<file path="src/rtl/lcd_readback.sv">
// Read-side controller for an HD44780-style 8-bit LCD bus. It performs RW=1 bus cycles:
// status reads, busy polling with a timeout, and DDRAM readback at a chosen address.
module lcd_readback #(
  parameter int unsigned EN_CYCLES    = 1,
  parameter int unsigned BUSY_TIMEOUT = 255
) (
  input  logic       clk_LCD,
  input  logic       rst,
  input  logic       cmd_valid,
  output logic       cmd_ready,
  input  logic [1:0] cmd_op,
  input  logic [6:0] cmd_addr,
  output logic       rsp_valid,
  output logic [7:0] rsp_data,
  output logic [6:0] rsp_ac,
  output logic       rsp_timeout,
  output logic       en,
  output logic       RS,
  output logic       RW,
  output logic [7:0] db_out,
  output logic       db_oe,
  input  logic [7:0] db_in
);

  typedef enum logic [2:0] {S_IDLE, S_ADDR_WR, S_POLL, S_DATA_RD, S_DONE} state_t;
  typedef enum logic [1:0] {PH_SETUP, PH_HIGH, PH_HOLD} phase_t;

  localparam logic [1:0] OP_STATUS = 2'b00;
  localparam logic [1:0] OP_READ   = 2'b01;
  localparam logic [1:0] OP_WAIT   = 2'b10;

  state_t     r_state;
  phase_t     r_phase;
  logic       r_pend;
  logic [1:0] r_op;
  logic [6:0] r_addr;
  logic [3:0] r_en_cnt;
  logic [7:0] r_poll_cnt;
  logic [7:0] r_status;
  logic [7:0] r_data;

  logic w_poll_done;
  logic w_poll_expired;
  logic w_en_last;

  // A status-only read ends after one poll whatever BF says.
  assign w_poll_done    = (r_op == OP_STATUS) || !r_status[7];
  assign w_poll_expired = (r_poll_cnt == 8'(BUSY_TIMEOUT));
  assign w_en_last      = (r_en_cnt == 4'(EN_CYCLES));

  always_ff @(posedge clk_LCD) begin
    if (rst) begin
      r_state     <= S_IDLE;
      r_phase     <= PH_SETUP;
      r_pend      <= 1'b0;
      r_op        <= 2'b00;
      r_addr      <= 7'h00;
      r_en_cnt    <= 4'd0;
      r_poll_cnt  <= 8'd0;
      r_status    <= 8'h00;
      r_data      <= 8'h00;
      cmd_ready   <= 1'b0;
      rsp_valid   <= 1'b0;
      rsp_data    <= 8'h00;
      rsp_ac      <= 7'h00;
      rsp_timeout <= 1'b0;
      en          <= 1'b0;
      RS          <= 1'b0;
      RW          <= 1'b1;
      db_out      <= 8'h00;
      db_oe       <= 1'b0;
    end else begin
      case (r_state)
        S_IDLE: begin
          en    <= 1'b0;
          RS    <= 1'b0;
          RW    <= 1'b1;
          db_oe <= 1'b0;
          if (r_pend) begin
            r_pend     <= 1'b0;
            r_poll_cnt <= 8'd0;
            r_phase    <= PH_SETUP;
            case (r_op)
              OP_STATUS, OP_WAIT: begin
                r_state <= S_POLL;
                db_out  <= 8'h00;
              end
              OP_READ: begin
                r_state <= S_ADDR_WR;
                RW      <= 1'b0;
                db_oe   <= 1'b1;
                db_out  <= {1'b1, r_addr};
              end
              default: begin
                r_state     <= S_DONE;
                rsp_valid   <= 1'b1;
                rsp_data    <= 8'h00;
                rsp_ac      <= 7'h00;
                rsp_timeout <= 1'b1;
              end
            endcase
          end else if (cmd_ready && cmd_valid) begin
            r_op      <= cmd_op;
            r_addr    <= cmd_addr;
            r_pend    <= 1'b1;
            cmd_ready <= 1'b0;
          end else begin
            cmd_ready <= 1'b1;
          end
        end

        S_DONE: begin
          rsp_valid <= 1'b0;
          cmd_ready <= 1'b1;
          r_state   <= S_IDLE;
        end

        default: begin
          case (r_phase)
            PH_SETUP: begin
              en       <= 1'b1;
              r_en_cnt <= 4'd1;
              r_phase  <= PH_HIGH;
            end
            PH_HIGH: begin
              if (w_en_last) begin
                en      <= 1'b0;
                r_phase <= PH_HOLD;
                if (r_state == S_DATA_RD) begin
                  r_data <= db_in;
                end else if (r_state == S_POLL) begin
                  r_status   <= db_in;
                  r_poll_cnt <= r_poll_cnt + 8'd1;
                end
              end else begin
                r_en_cnt <= r_en_cnt + 4'd1;
              end
            end
            default: begin
              // End of HOLD: launch the next bus cycle's SETUP or finish the command.
              r_phase <= PH_SETUP;
              case (r_state)
                S_ADDR_WR: begin
                  r_state <= S_POLL;
                  RS      <= 1'b0;
                  RW      <= 1'b1;
                  db_oe   <= 1'b0;
                  db_out  <= 8'h00;
                end
                S_POLL: begin
                  if (w_poll_done && (r_op == OP_READ)) begin
                    r_state <= S_DATA_RD;
                    RS      <= 1'b1;
                    RW      <= 1'b1;
                    db_oe   <= 1'b0;
                  end else if (w_poll_done || w_poll_expired) begin
                    r_state     <= S_DONE;
                    rsp_valid   <= 1'b1;
                    rsp_data    <= r_status;
                    rsp_ac      <= r_status[6:0];
                    rsp_timeout <= !w_poll_done;
                  end
                end
                default: begin
                  r_state     <= S_DONE;
                  RS          <= 1'b0;
                  rsp_valid   <= 1'b1;
                  rsp_data    <= r_data;
                  rsp_ac      <= r_status[6:0];
                  rsp_timeout <= 1'b0;
                end
              endcase
            end
          endcase
        end
      endcase
    end
  end

endmodule

</file>
<file path="config.mk">
export PLATFORM = sky130hd
export DESIGN_NAME = lcd_readback
export DESIGN_NICKNAME = d
export VERILOG_FILES = /design/src/rtl/lcd_readback.sv
export SDC_FILE = /design/constraint.sdc
export NUM_CORES = 1
export LEC_CHECK = 0
export ABC_AREA = 1
export BUFFER_PORTS_ARGS = -buffer_cell sky130_fd_sc_hd__buf_2
export CAP_MARGIN = 10
export CORE_MARGIN = 3
export CORE_UTILIZATION = 40
export CTS_BUF_LIST = sky130_fd_sc_hd__clkbuf_8
export CTS_CLUSTER_SIZE = 30
export DETAILED_ROUTE_END_ITERATION = 7
export PLACE_DENSITY_LB_ADDON = 0.1
export SLEW_MARGIN = 0
export SYNTH_ARGS = -nofsm -noshare
export SYNTH_HDL_FRONTEND = slang
export SYNTH_SLANG_ARGS = --single-unit
</file>
<file path="constraint.sdc">
create_clock -name clk_LCD -period 1.46 [get_ports clk_LCD]
set_input_delay 0.292 -clock clk_LCD [delete_from_list [all_inputs] [get_ports clk_LCD]]
set_output_delay 0.292 -clock clk_LCD [all_outputs]
set_load 0.03 [all_outputs]
</file>
Yosys cells after proc, flatten, opt, wreduce, memory -nomap -nowiden

Cells that the tools add are included.
Widths: inputs -> output; s select.

Word-level logic and storage cells: 159
Output and inout bits: 30
Register bits after elaboration: 73
Bits of input ports: 20

Muxes and demuxes: 73
Add/sub/neg operators: 2
Equality and inequality tests: 26
Reductions and logical operators: 35
Bitwise gates (word level): 4

Operators by type and width:

| operator            | number |
|---|---|
| $mux 8              | 13 |
| $pmux 8 s2          | 5 |
| $mux 7              | 5 |
| $pmux 7 s2          | 2 |
| $pmux 1 s2          | 12 |
| $mux 1              | 23 |
| $pmux 3 s2          | 3 |
| $reduce_and 3->1    | 6 |
| $mux 3              | 4 |
| $reduce_and 6->1    | 2 |
| $reduce_bool 2->1   | 6 |
| $ne 2x2->1 const B  | 5 |
| $reduce_and 5->1    | 2 |
| $ne 3x1->1 const B  | 3 |
| $ne 3x2->1 const B  | 3 |
| $add 8x1->8 const B | 1 |
| $eq 8x8->1 const B  | 1 |
| $pmux 2 s2          | 2 |
| $pmux 4 s2          | 1 |
| $reduce_and 4->1    | 2 |
| $reduce_and 7->1    | 1 |
| $eq 3x2->1 const B  | 2 |
| $reduce_bool 3->1   | 2 |
| $reduce_or 2->1     | 3 |
| 21 further kinds    | 31 |

Longest topological paths before layout

Gate-level depths: netlist of run 1.

Word-level depth: 8
Depth in mapped cells: 10
Gate-level depth less buffers: 10

Worst setup path before layout of run 1

No wires, ideal clock.

Path type: register -> register
From: reg r_en_cnt[0]
To: reg r_status[4]
Clock period less this slack: 1534 ps
Path buffers: 1
Arrival: 1415 ps
Setup time: 119 ps
Stages on the path, launching flop included: 10
Required time: 1341 ps
Setup slack: -74 ps
Cells stage by stage: dfxtp_1 ha_1 nand2_1 nor2_1 nand2_2 nor2_1 inv_1 buf_2 o21ai_0 a21oi_1

Word-level cells in the longest chain between the ends: 2

RTL lines:

| element                           | RTL line | text |
|---|---|---|
| from (decl)                       | 37       | `logic [3:0] r_en_cnt;` |
| from (signal assigned)            | 136      | `r_en_cnt <= r_en_cnt + 4'd1;` |
| $eq 4x1->1                        | 49       | `assign w_en_last = (r_en_cnt == 4'(EN_CYCLES));` |
| $reduce_and 5->1 (no source line) | --       |  |
| to (signal assigned)              | 132      | `r_status <= db_in;` |
| to (decl)                         | 39       | `logic [7:0] r_status;` |

No other way between the ends.
A chain may end at the register's enable or synchronous reset.

Worst setup path after layout of run 1

From: reg r_poll_cnt[1]
To: reg rsp_data[7]

Word-level cells in the longest chain between the ends: 4

RTL lines:

| element                           | RTL line | text |
|---|---|---|
| from (decl)                       | 38       | `logic [7:0] r_poll_cnt;` |
| from (signal assigned)            | 133      | `r_poll_cnt <= r_poll_cnt + 8'd1;` |
| $eq 8x8->1                        | 48       | `assign w_poll_expired = (r_poll_cnt == 8'(BUSY_TIMEOUT));` |
| $logic_or 1x1->1                  | 156      | `end else if (w_poll_done \|\| w_poll_expired) begin` |
| $ne 3x1->1 (no source line)       | --       |  |
| $reduce_and 7->1 (no source line) | --       |  |
| to (signal assigned)              | 159      | `rsp_data <= r_status;` |
| to (signal assigned)              | 168      | `rsp_data <= r_data;` |
| to (decl)                         | 14       | `output logic [7:0] rsp_data,` |

No other way between the ends.

==> results.md, run 1 <==
- The average instance in the mapped netlist occupies roughly 6.9 µm².
- For this design the static power due to leakage is ~2.2 nW.
- The clock network burns 21.0% of the power.
- For this run, asynchronously set or reset flops after synthesis account for 0%.
- Summing the areas of all fa, ha and maj instances in the mapped netlist gives under 10% of the synthesized area.
- The library cells used most frequently in the layout, excluding fill and tap cells, are sky130_fd_sc_hd__nor2_1, sky130_fd_sc_hd__nand2_1, sky130_fd_sc_hd__dfxtp_1, sky130_fd_sc_hd__buf_4, sky130_fd_sc_hd__buf_2.
- The worst-case clock skew is 0.008234 ns.
- The H-tree depth is 3.
- The global-route congestion overflow total is 0.
- Setup repair after global routing could not meet its margin everywhere.
- After detailed routing, the number of remaining DRC violations is 0.
- The utilization after layout is roughly 62%.
- The largest vdd supply drop is 0.0007846 V.
- The compound-cell area share of the yosys netlist is 13.36%.
- The final max-slew violation count is 0.
- In the final layout, the share of cells above drive strength 1 is about 39%.
- The residual antenna-violating net count after detailed routing is 0.
- From synthesis to final layout, the design area changed by 49.98%.
- Of the total power, the share spent switching nets is 41.00%.
- The total clock buffers created by CTS is 9.
- The summed instance area of the synthesized netlist is between 3000 and 4000 µm².
- After Yosys synthesis, XOR and XNOR cells account for less than 1% of the synthesized area.
- Leaving out fill and tap cells, the most frequent cell in the layout is sky130_fd_sc_hd__nor2_1.
- At the pin with the least slew margin, the transition time is 0.2927 ns.
- The clock latency of the later-clocked register in the worst-skew pair is 0.36 ns.
- The combinational share of power is 50.3%.
- The synthesized netlist net count is 498.
- The largest net degree at the start of global routing is 42.
- The cell sitting at the root of the clock tree is a sky130_fd_sc_hd__clkbuf_8.
- The number of placement rows is 32.
- The synthesized netlist cell count is 475.
- Subtracting the final worst setup slack from the clock period gives ~1.5 ns.
- The net count of the finished layout is between 600 and 700.
- The number of optimization iterations in the first detailed-route pass is 4.
- The analysis attributes to net switching a power of around 3.8 mW.
- The power per cell area is about 1900 nW/µm².
- The number of clock sinks is 73.
- The starting density of the core is 41.66%.
- Measured against the total synthesized area, the mux share comes to 0%.
- Based on the critical path, the design can be clocked at up to 0.6458 GHz.
- The routed wire length on met3 is 345 µm.
- After detailed routing, no signal wire sits above met4.
- The die footprint is 9294 µm².
- TritonCTS built the clock tree.
- From left edge to right edge, the die measures 96.41 µm.
- The checks that failed: setup timing.
- Detailed routing inserted a total of 3452 vias.
- The worst hold-check slack is 0.1634 ns.
- After detailed routing, the number of vias per cell comes to 4.828.
- In this run, synthesis produced a sequential element count of 73.
- Port buffering added 49 buffers.
- The via count of the first global-routing pass was about 3200.
- The sum of routed wire length over all layers is ~9300 µm.
- The number of hold buffers added after cts is 0.
- The worst relative slew slack is 80.48%.
- Data on the critical path is required at its endpoint by 1.72 ns.
- The worst setup path is launched from a flip-flop.
- The number of enable flip-flop cells after synthesis is 0.
- Along the worst path, the maximum fanout reaches 4.
- Summed over all failing endpoints, the final setup total negative slack is -1.173 ns.
- Dividing the detail-routed wire length by the instance count gives 12.98 µm.
- The flow ran to the end, but the final reports show violations.
- The maximum clock path buffer count is 2.
- Summing the sequential cell areas from Yosys gives between 40% and 50% of the chip area.
- The last weighted congestion value of the routability-driven placer is 0.8430.
- The worst setup path is of the reg2reg kind.
- The internal power summed over all cells is 5.464 mW.
- Setup slack on the critical path of the routed design comes to -0.08839 ns.
- In this run, the number of DRC markers left after iteration 0 of detailed routing was between 150 and 200.
- Detailed placement ended at an HPWL of 6100 µm.
- The area of the core is 7848 µm².
- The fraction of the mapped netlist area in simple logic gates is 33.95%.
- Across the run, the number of max-cap violations was 0.
- Setup violations remaining at the end of the flow were counted as 28.
- The endpoint kind of the worst setup timing path is a flip-flop.
- In the finished design, the share of the clock period the worst path needs comes to 106.1%.
- Clock-pin slew was measured on the worst setup and hold paths at 0.08 ns.
- The first global-routing pass estimated 14850 µm of wire.
- After synthesis, the largest family of logic cells by area is simple AND/OR/NAND/NOR gates.
- The diode insertion count for antenna repair is 0.
- For this run, the leading register cell type out of synthesis is sky130_fd_sc_hd__dfxtp_1.
- The floorplan die height is 96.41 µm.
- For the worst setup path, the data arrival time is roughly 1.8 ns.
- The number of ports placed on the die boundary is 50.
- The part of the total power dissipated in sequential elements is about 29%.
- The number of antenna violations at the first check in global routing is 0.
- Counting distinct cell types in the post-synthesis netlist gives 32.
- The total global routing track utilization is 20.70%.
- Summed over all nets, wire length on met2 after detailed routing comes to 4181 µm.
- During synthesis, Yosys emitted a total of 0 warnings.
- After detailed routing, the wire length on met1 is 4634 µm.
- The path class of the tightest hold or removal check is in2reg.
- The count of final hold-check violations is 0.
[per-layer routing]
| metal | up-vias | track usage (%) |
|---|---|---|
| met5 | - | 0 |
| met4 | 0 | 8.411 |
| met3 | 11 | 4.183 |
| met2 | 61 | 30.99 |
| met1 | 1583 | 29.02 |
| li1 | 1797 | - |
[state kept, by name, summed over array words and instances, names as in the netlist, 2 cells and up]
register    count
db_out          8
r_addr          7
rsp_data        8
r_en_cnt        4
rsp_ac          7
r_op            2
r_data          8
r_state         3
r_phase         2
r_status        8
r_poll_cnt      8
[layout make-up]
type                            count  area, µm²
Clock inverter                      6      106.4
Multi-Input combinational cell    351       1933
Inverter                           40      161.4
Tap cell                          102      127.6
Timing Repair inverter              1      7.507
Sequential cell                    73       1475
Timing Repair Buffer              132      954.7
Clock buffer                       10      137.6
Fill cell                         736       2944
[worst max-delay path, stage by stage (launching register included)]
cell and delay, ns:
sky130_fd_sc_hd__dfxtp_2 0.36, sky130_fd_sc_hd__ha_4 0.14, sky130_fd_sc_hd__inv_2 0.04, sky130_fd_sc_hd__nor2_4 0.08, sky130_fd_sc_hd__nand2_2 0.07, sky130_fd_sc_hd__buf_6 0.12, sky130_fd_sc_hd__a21oi_4 0.19, sky130_fd_sc_hd__buf_6 0.14
sky130_fd_sc_hd__buf_6 0.11, sky130_fd_sc_hd__nand3b_1 0.07, sky130_fd_sc_hd__nand2_1 0.07, sky130_fd_sc_hd__nor2_1 0.04
[path summary, 6_finish.rpt]
kind                       from           to  slack, ns  cells past startpoint
hold / removal         db_in[6]  r_status[6]       0.16                      3
hold reg to reg       r_addr[5]    db_out[5]       0.45                      2
setup / recovery  r_poll_cnt[1]  rsp_data[7]      -0.09                     11
setup reg to reg  r_poll_cnt[1]  rsp_data[7]      -0.09                     11
[cells by family (layout without fill, tap and decap cells)]
group / count (synthesis) / after routing
adders and majority gates: 3 / 3
AOI/OAI and AO/OA: 83 / 83
DFF: 73 / 73
and+or+nand+nor: 261 / 264
buffers and inverters: 54 / 189
xor gates and xnor gates: 1 / 1
[synth_stat cells (2+ instances only)]
cell,instances,area share [%]
sky130_fd_sc_hd__o22ai_1,2,0.38
sky130_fd_sc_hd__nand2_2,5,0.96
sky130_fd_sc_hd__clkbuf_1,7,0.80
sky130_fd_sc_hd__inv_1,36,4.1
sky130_fd_sc_hd__buf_2,5,0.77
sky130_fd_sc_hd__nand3_1,22,3.4
sky130_fd_sc_hd__nor3_1,10,1.5
sky130_fd_sc_hd__nand2_1,104,12
sky130_fd_sc_hd__nand3b_1,8,1.8
sky130_fd_sc_hd__nor2_4,3,1.0
sky130_fd_sc_hd__ha_1,3,1.1
sky130_fd_sc_hd__a21oi_1,26,4.0
sky130_fd_sc_hd__nor2_2,2,0.38
sky130_fd_sc_hd__o21ai_0,47,7.2
sky130_fd_sc_hd__nor2_1,103,12
sky130_fd_sc_hd__inv_2,2,0.23
sky130_fd_sc_hd__a21oi_2,2,0.54
sky130_fd_sc_hd__dfxtp_1,73,45
sky130_fd_sc_hd__o21bai_1,2,0.46
[metrics by stage]
stage / instance area (µm²) / std cells / power (mW) / worst slack [ns]
after floorplan: 3297 / 475 / 4.862 / 0.02346
after global placement: 4071 / 673 / 6.212 / -0.1668
after detailed placement: 4071 / 673 / 6.255 / -0.2144
after CTS: 4499 / 697 / 8.468 / -0.06650
after global routing: 4903 / 715 / 9.915 / -0.1814
final: 4903 / 715 / 9.261 / -0.08839
[power groups by stage]
| stage | sequential, mW | clock [mW] | combinational [mW] |
|---|---|---|---|
| after CTS | 2.64 | 1.97 | 3.85 |
| after detailed placement | 2.65 | 0 | 3.60 |
| final | 2.65 | 1.95 | 4.66 |
| after global placement | 2.64 | 0 | 3.57 |
| after global routing | 2.70 | 2.07 | 5.14 |
| after floorplan | 3.14 | 0 | 1.73 |
[what timing repair did]
action                     in CTS  in global routing
cloned                          4                  2
pin swaps                      10                 34
gates resized for setup        38                 89
buffers inserted                4                 17
setup endpoints to repair      45                 62
Note: power is estimated with default switching activity, not from simulation.
==> run 2, diff against run 1 <==
Settings changed: CTS_BUF_LIST sky130_fd_sc_hd__clkbuf_8 to default.
==> run 2 against run 1 <==
Sequential cell count unchanged. Die area did not move. Combinational power is essentially flat. Register-to-register slack is essentially flat. Largest cell class unchanged. Total power about the same. The flow still finishes with violations (setup timing). Fmax is essentially flat. Via count shrank 0.12%. Final cell count stayed put. Core utilization is the same. Sequential share of layout area stayed put.
==> results.md, run 2 (same netlist as run 1, synthesis figures left out) <==
- The global-route congestion overflow total is 0 (unchanged).
- The number of placement rows is 32 (unchanged).
- The leakage dissipation came to 2.230 nW (-0.19%).
- The number of optimization iterations in the first detailed-route pass was 4 (unchanged).
- The maximum clock path buffer count is 2 (unchanged).
- The count of input and output buffers came to 49 (unchanged).
- The worst-case clock skew came to 0.007995 ns (-0.0002390 ns).
- The placed wire-length estimate after detailed placement came to 6100 µm (unchanged).
- The via count of the first global-routing pass was 3171 (unchanged).
- Setup repair after global routing could not meet its margin everywhere.
- The fmax is 0.6457 GHz (about the same).
- The required time of the critical path is 1.72 ns (about the same).
- The area growth from synthesis to final layout is 49.98% (unchanged).
- The first-pass GRT wire length is 14850 µm (unchanged).
- The checks that failed: setup timing.
- The reg-to-reg startpoint is r_poll_cnt[1].
- The run finished, with violations left.
- The peak fanout along the critical path is 4 (unchanged).
- The number of ports placed on the die boundary was 50 (unchanged).
- The transition time of the tightest slew-check pin came to 0.2927 ns (unchanged).
- The H-tree depth is 3 (unchanged).
- The final max-slew violation count is 0 (unchanged).
- In this run the critical register-to-register path is captured at rsp_data[7].
- Leaving out fill and tap cells, the most frequent cell in the layout is sky130_fd_sc_hd__nor2_1.
- The worst setup path is launched from a flip-flop.
- The number of clock sinks was 73 (unchanged).
- The vias per cell came to 4.822 (-0.12%).
- In this run the most critical hold path is launched from db_in[6].
- The sum of routed wire length over all layers is 9280 µm (about the same).
- The total clock buffers created by CTS is 9 (unchanged).
- The tree is rooted in a sky130_fd_sc_hd__clkbuf_8.
- The count of final hold-check violations is 0 (unchanged).
- The library cells used most frequently in the layout, excluding fill and tap cells, are sky130_fd_sc_hd__nor2_1, sky130_fd_sc_hd__nand2_1, sky130_fd_sc_hd__dfxtp_1, sky130_fd_sc_hd__buf_4, sky130_fd_sc_hd__buf_2.
- The data arrival time at the worst-slack endpoint is 1.80 ns (about the same).
- The die footprint is 9294 µm² (unchanged).
- The count of maximum capacitance violations came to 0 (unchanged).
- The path class of the tightest hold or removal check is in2reg.
- The largest net degree at the start of global routing is 42 (unchanged).
- The floorplan die height is 96.41 µm (unchanged).
- The total global routing track utilization is 20.70% (unchanged).
- The worst relative slew slack is 80.48% (unchanged).
- The count of vias placed by the detailed router is 3448 (-0.12%).
- The width of the die is 96.41 µm (unchanged).
- The clock tree from TritonCTS is done.
- The post-route minimum period came to 1.549 ns (+0.0002348 ns).
- The number of setup violations in the final report is 28 (unchanged).
- The worst hold-check slack is 0.1635 ns (+0.0001770 ns).
- The number of hold buffers added after cts is 0 (unchanged).
- The cell area after placement is 4071 µm² (unchanged).
- The fraction of layout cells with a size suffix above 1 is 39.15% (unchanged).
- The diode insertion count for antenna repair was 0 (unchanged).
- The final clock period utilization by the worst path is 106.1% (about the same).
- The residual antenna-violating net count after detailed routing is 0 (unchanged).
- The number of DRC violations after detailed routing is 0 (unchanged).
- The detailed-route wire length per cell is 12.98 µm (about the same).
- The CTS clock-pin slew for the worst setup and hold paths came to 0.08 ns (about the same).
- The net count of the finished layout is 631 (unchanged).
- The count of routing violations after the opening detailed-route iteration is 154 (-1.3%).
- The terminating pin of the worst hold path is r_status[6].
- The power per cell area is 1890 nW/µm² (about the same).
- The worst-case register-to-register setup slack is -0.09 ns (about the same).
- The utilization after layout is 62.48% (unchanged).
- The clock latency of the later-clocked register in the worst-skew pair is 0.36 ns (about the same).
- The cell count of the worst reg-to-reg path is 11 (unchanged).
- The final worst-path setup slack is -0.08862 ns (-0.0002348 ns).
- The total design power is 9.269 mW (about the same).
- The area of the core is 7848 µm² (unchanged).
- The number of antenna violations at the first check in global routing is 0 (unchanged).
- The final design area excluding fillers is 4903 µm² (unchanged).
- The largest vdd supply drop is 0.0007846 V (about the same).
- The last weighted congestion value of the routability-driven placer came to 0.8430 (unchanged).
- The hold path depth is 3 (unchanged).
- The path type of the worst setup path is reg2reg.
- The endpoint kind of the worst setup timing path is a flip-flop.
- The starting density of the core is 41.66% (unchanged).
[run 2: worst max path at each step]
stage / start / to / slack (ns) / cells past startpoint
global route: r_poll_cnt[3] / rsp_data[0] / -0.18 / 10
global placement: r_poll_cnt[0] / rsp_data[5] / -0.17 / 9
finish: r_poll_cnt[1] / rsp_data[7] / -0.09 / 11
detailed placement: r_poll_cnt[0] / rsp_data[1] / -0.21 / 9
CTS: r_en_cnt[1] / r_status[3] / -0.07 / 9
floorplan: r_state[0] / rsp_ac[1] / 0.02 / 9
[run 2: repair_timing]
action	CTS	global route
cloned	4	2
pin swaps	10	34
buffers inserted	4	17
resized for setup	38	89
setup endpoints to repair	45	62
[run 2: cell type report]
cell class                 count  area, µm²
inverter                      40      161.4
multi-input combinational    351       1933
tap                          102      127.6
clock buffer                  11      141.4
fill                         736       2944
timing repair inverter         1      7.507
sequential                    73       1475
clock inverter                 5      102.6
timing repair buffer         132      954.7
[run 2: critical path: stages (launching register included)]
cell and delay (ns):
sky130_fd_sc_hd__dfxtp_2 0.36, sky130_fd_sc_hd__ha_4 0.14, sky130_fd_sc_hd__inv_2 0.04, sky130_fd_sc_hd__nor2_4 0.08, sky130_fd_sc_hd__nand2_2 0.07, sky130_fd_sc_hd__buf_6 0.12, sky130_fd_sc_hd__a21oi_4 0.19, sky130_fd_sc_hd__buf_6 0.14
sky130_fd_sc_hd__buf_6 0.11, sky130_fd_sc_hd__nand3b_1 0.07, sky130_fd_sc_hd__nand2_1 0.07, sky130_fd_sc_hd__nor2_1 0.04
[run 2: through the flow]
stage | setup TNS (ns) | setup slack, ns | instances
2_1_floorplan | 0 | 0.02346 | 475
3_3_place_gp | -3.638 | -0.1668 | 673
3_5_place_dp | -4.270 | -0.2144 | 673
4_1_cts | -0.8321 | -0.06650 | 697
5_1_grt | -4.181 | -0.1814 | 715
6_report | -1.198 | -0.08862 | 715
[run 2: report_power, final]
group          switching, mW  internal [mW]
clock                  0.772           1.18
sequential             0.252           2.40
combinational           2.77           1.89
[run 2: layer usage]
layer  wire length, µm  GRT usage, %  part of all wire (%)  vias up
li1                  -             -                     -     1797
met1              4646         29.02                    50     1581
met2              4185         30.99                    45       59
met3               328         4.183                   3.5       11
met4               120         8.411                   1.3        0
met5                 0             0                     0        -
==> run 3, diff against run 2 <==
Settings changed: ABC_AREA 1 to default.
==> run 3 against run 2 <==
Non-clock buffer count shrank 22. Synthesized cell count shrank 25%. Clock skew shrank 0.0014 ns. The flow still finishes with violations (setup timing). Critical path depth shrank 5. Hold slack gained 0.023 ns. Count of clock-buffer cells in the layout shrank 1. Via count shrank 16%. Critical endpoint is now rsp_ac[5]. Fmax shrank 7.4%.
==> results.md, run 3 <==
- The run finished, with violations left.
- The final reports fail on setup timing.
- The area of the core was 7331 µm² (-6.6%).
- The H-tree depth came to 3 (unchanged).
- The required time of the critical path is 1.74 ns (+0.02 ns).
- The number of placement rows is 31 (-3.1%).
- The data arrival time at the worst-slack endpoint was 1.95 ns (+0.15 ns).
- The number of hold buffers added after cts is 0 (unchanged).
- The count of vias placed by the detailed router came to 2885 (-16%).
- The transition time of the tightest slew-check pin is 0.3928 ns (+0.1001 ns).
- The width of the die came to 93.40 µm (-3.1%).
- The path type of the worst min-delay path is in2reg.
- The count of final hold-check violations is 0 (unchanged).
- The number of clock sinks is 73 (unchanged).
- The final design area excluding fillers is 4368 µm² (-11%).
- The sum of routed wire length over all layers was 8201 µm (-12%).
- The die footprint came to 8724 µm² (-6.1%).
- By count the netlist is led by sky130_fd_sc_hd__dfxtp_1, sky130_fd_sc_hd__nor2_1, sky130_fd_sc_hd__nand2_1, sky130_fd_sc_hd__a21oi_1, sky130_fd_sc_hd__nand3_1.
- The power per cell area was 1275 nW/µm² (-33%).
- The detailed-route wire length per cell is 14.57 µm (+12%).
- The starting density of the core was 41.68% (about the same).
- The share of synthesized flip-flops with an asynchronous set or reset came to 0% (unchanged).
- The worst-case clock skew is 0.006575 ns (-0.001420 ns).
- The maximum clock path buffer count is 2 (unchanged).
- The CTS clock-pin slew for the worst setup and hold paths is 0.08 ns (about the same).
- The clock root buffer master is sky130_fd_sc_hd__clkbuf_8.
- The fmax is 0.5981 GHz (-7.4%).
- The vias per cell came to 5.124 (+6.3%).
- The first-pass GRT wire length is 13430 µm (-9.6%).
- The leakage dissipation is 1.848 nW (-17%).
- The number of enable flip-flop cells after synthesis is 0 (unchanged).
- The number of optimization iterations in the first detailed-route pass is 4 (unchanged).
- The footprint of the multi-input gates was 1785 µm² (-7.6%).
- The number of antenna violations at the first check in global routing is 0 (unchanged).
- By startpoint and endpoint, the worst setup path is classified as reg2reg.
- The number of placed instances, taps included is 541 (-20%).
- The diode insertion count for antenna repair came to 0 (unchanged).
- The count of input and output buffers is 49 (unchanged).
- The clock latency of the later-clocked register in the worst-skew pair came to 0.34 ns (-0.02 ns).
- The worst hold-check slack is 0.1868 ns (+0.02323 ns).
- The endpoint kind of the worst setup timing path is a flip-flop.
- The final max-slew violation count is 0 (unchanged).
- The area growth from synthesis to final layout is 42.96%.
- The number of ports placed on the die boundary is 50 (unchanged).
- The count of state elements after synthesis is 73 (unchanged).
- The largest net degree at the start of global routing is 31 (-26%).
- The synthesized netlist net count is 378 (-24%).
- The net count of the finished layout is 482 (-24%).
- Setup repair after global routing could not meet its margin everywhere.
- The final clock period utilization by the worst path came to 114.5% (+8.4 points).
- The final worst-path setup slack is -0.2119 ns (-0.1233 ns).
- The area used by sequential logic in the layout is 1483 µm² (+0.51%).
- The unique cell type count in the Yosys netlist came to 48 (+50%).
- The final total negative setup slack is -4.431 ns (-3.232 ns).
- The floorplan die height is 93.40 µm (-3.1%).
- The post-layout instance count excluding filler cells is 563 (-21%).
- The peak fanout along the critical path is 8 (+4).
- The number of DRC violations after detailed routing is 0 (unchanged).
- The mean area per synthesized cell is 8.607 µm² (+25%).
- The total design power is 5.571 mW (-40%).
- Of all cell types, the one taking the most synthesized area is sky130_fd_sc_hd__dfxtp_1.
- In the layout the commonest cells are sky130_fd_sc_hd__dfxtp_1, sky130_fd_sc_hd__nor2_1, sky130_fd_sc_hd__buf_4, sky130_fd_sc_hd__buf_2, sky130_fd_sc_hd__nand2_1.
- The most common cell after layout, fill and taps aside is sky130_fd_sc_hd__dfxtp_1.
- The count of fill cells added during filler insertion is 660 (-10%).
- The placed wire-length estimate after detailed placement was 5326 µm (-13%).
- The total of warnings raised by yosys is 0 (unchanged).
- TritonCTS built the clock tree.
- The global-route congestion overflow total is 0 (unchanged).
- The fraction of layout cells with a size suffix above 1 is 41.16% (+2.0 points).
- The count of maximum capacitance violations is 0 (unchanged).
- Ranked by total cell area, the synthesized netlist is headed by sky130_fd_sc_hd__dfxtp_1, sky130_fd_sc_hd__nor2_1, sky130_fd_sc_hd__mux2i_1, sky130_fd_sc_hd__nand2_1, sky130_fd_sc_hd__a21oi_1.
- The sequential fraction of the synthesis area is 47.83% (+3.1 points).
- The summed instance area of the synthesized netlist is 3055 µm² (-6.5%).
- The cell area after placement was 3805 µm² (-6.5%).
- The worst relative slew slack is 73.80% (-6.7 points).
- The dominant cell by count in the synthesized netlist is sky130_fd_sc_hd__dfxtp_1.
- The total global routing track utilization is 19.18% (-1.5 points).
- The residual antenna-violating net count after detailed routing was 0 (unchanged).
- The post-route minimum period is 1.672 ns (+0.1233 ns).
- The total clock buffers created by CTS is 9 (unchanged).
- The number of setup violations in the final report is 40 (+43%).
- The via count of the first global-routing pass is 2764 (-13%).
- The largest vdd supply drop came to 0.0007954 V (+1.4%).
- The last weighted congestion value of the routability-driven placer came to 0.8193 (-2.8%).
- The count of routing violations after the opening detailed-route iteration came to 145 (-5.8%).
- The fraction of synthesized cell area taken by the top area cell type is 47.83% (+3.1 points).
- For this run, the leading register cell type out of synthesis is sky130_fd_sc_hd__dfxtp_1.
- The element type at the critical path start is a flip-flop.
- The synthesized netlist cell count is 355 (-25%).
-- run 3: changes by cell type after synthesis, moves of 6 or more --
cell and change:
sky130_fd_sc_hd__nand3b_1 -8, sky130_fd_sc_hd__clkbuf_1 +7, sky130_fd_sc_hd__a21oi_1 +7, sky130_fd_sc_hd__nor3_1 -6, sky130_fd_sc_hd__nor2_1 -46, sky130_fd_sc_hd__nand2_1 -57, sky130_fd_sc_hd__o21ai_0 -44, sky130_fd_sc_hd__mux2i_1 +18
sky130_fd_sc_hd__a22oi_1 +8, sky130_fd_sc_hd__inv_1 -32, sky130_fd_sc_hd__a311oi_1 +8
-- run 3: critical path, stage by stage, from the launching register on --
cell,delay [ns]
sky130_fd_sc_hd__dfxtp_4,0.37
sky130_fd_sc_hd__or3b_1,0.35
sky130_fd_sc_hd__a221o_2,0.44
sky130_fd_sc_hd__o221ai_4,0.11
sky130_fd_sc_hd__buf_12,0.17
sky130_fd_sc_hd__nand2_2,0.06
sky130_fd_sc_hd__a21oi_2,0.12
-- run 3: repair_timing --
item	in CTS	in global routing
setup buffers	2	1
resized for setup	39	34
setup endpoints to repair	63	67
pin swaps	25	23
gates cloned	3	0
-- run 3: path summary, 6_finish.rpt --
| path | from | slack, ns | end | cells past startpoint |
|---|---|---|---|---|
| setup / recovery | r_state[0] | -0.21 | rsp_ac[5] | 6 |
| hold / removal | cmd_addr[2] | 0.19 | r_addr[2] | 3 |
| setup reg to reg | r_state[0] | -0.21 | rsp_ac[5] | 6 |
| hold reg to reg | r_addr[6] | 0.46 | r_addr[6] | 2 |
-- run 3: metal layers --
metal	vias to the layer above	GRT usage [%]	part of all wire [%]
met4	0	6.716	0.83
li1	1464	-	-
met3	10	4.505	4.0
met1	1351	25.60	47
met5	-	0	0
met2	60	30.26	48
-- run 3: power by group --
part | leakage [nW] | internal (mW) | switching [mW]
Sequential | 0.596 | 2.10 | 0.110
Clock | 0.111 | 0.972 | 0.782
Combinational | 1.14 | 0.745 | 0.859
Total | 1.85 | 3.82 | 1.75
-- run 3: final cells by class --
| cell class | count | area share (%) |
|---|---|---|
| repair buffers | 110 | 16.99 |
| flip-flops and latches | 73 | 33.94 |
| clock buffers | 10 | 2.922 |
| inverters | 4 | 0.3437 |
| well taps | 99 | 2.836 |
| clock inverters | 6 | 2.091 |
| multi-input cells | 261 | 40.88 |
-- run 3: cells by family after synthesis --
logic type,after synthesis,synth area share (%)
AO/OA/AOI/OAI,69,15.27
multiplexers,18,5.897
flip-flops,73,47.83
AND/OR/NAND/NOR,162,24.53
XOR/XNOR,6,1.720
buffers and inverters,24,3.521
adder cells (fa/ha/maj),3,1.229
-- run 3: metrics by stage --
stage | setup WS [ns] | util, %
global placement | -0.1838 | 51.90
global route | -0.2618 | 59.58
finish | -0.2119 | 59.58
floorplan | -0.1383 | -
detailed placement | -0.2103 | 51.90
CTS | -0.1947 | 57.65
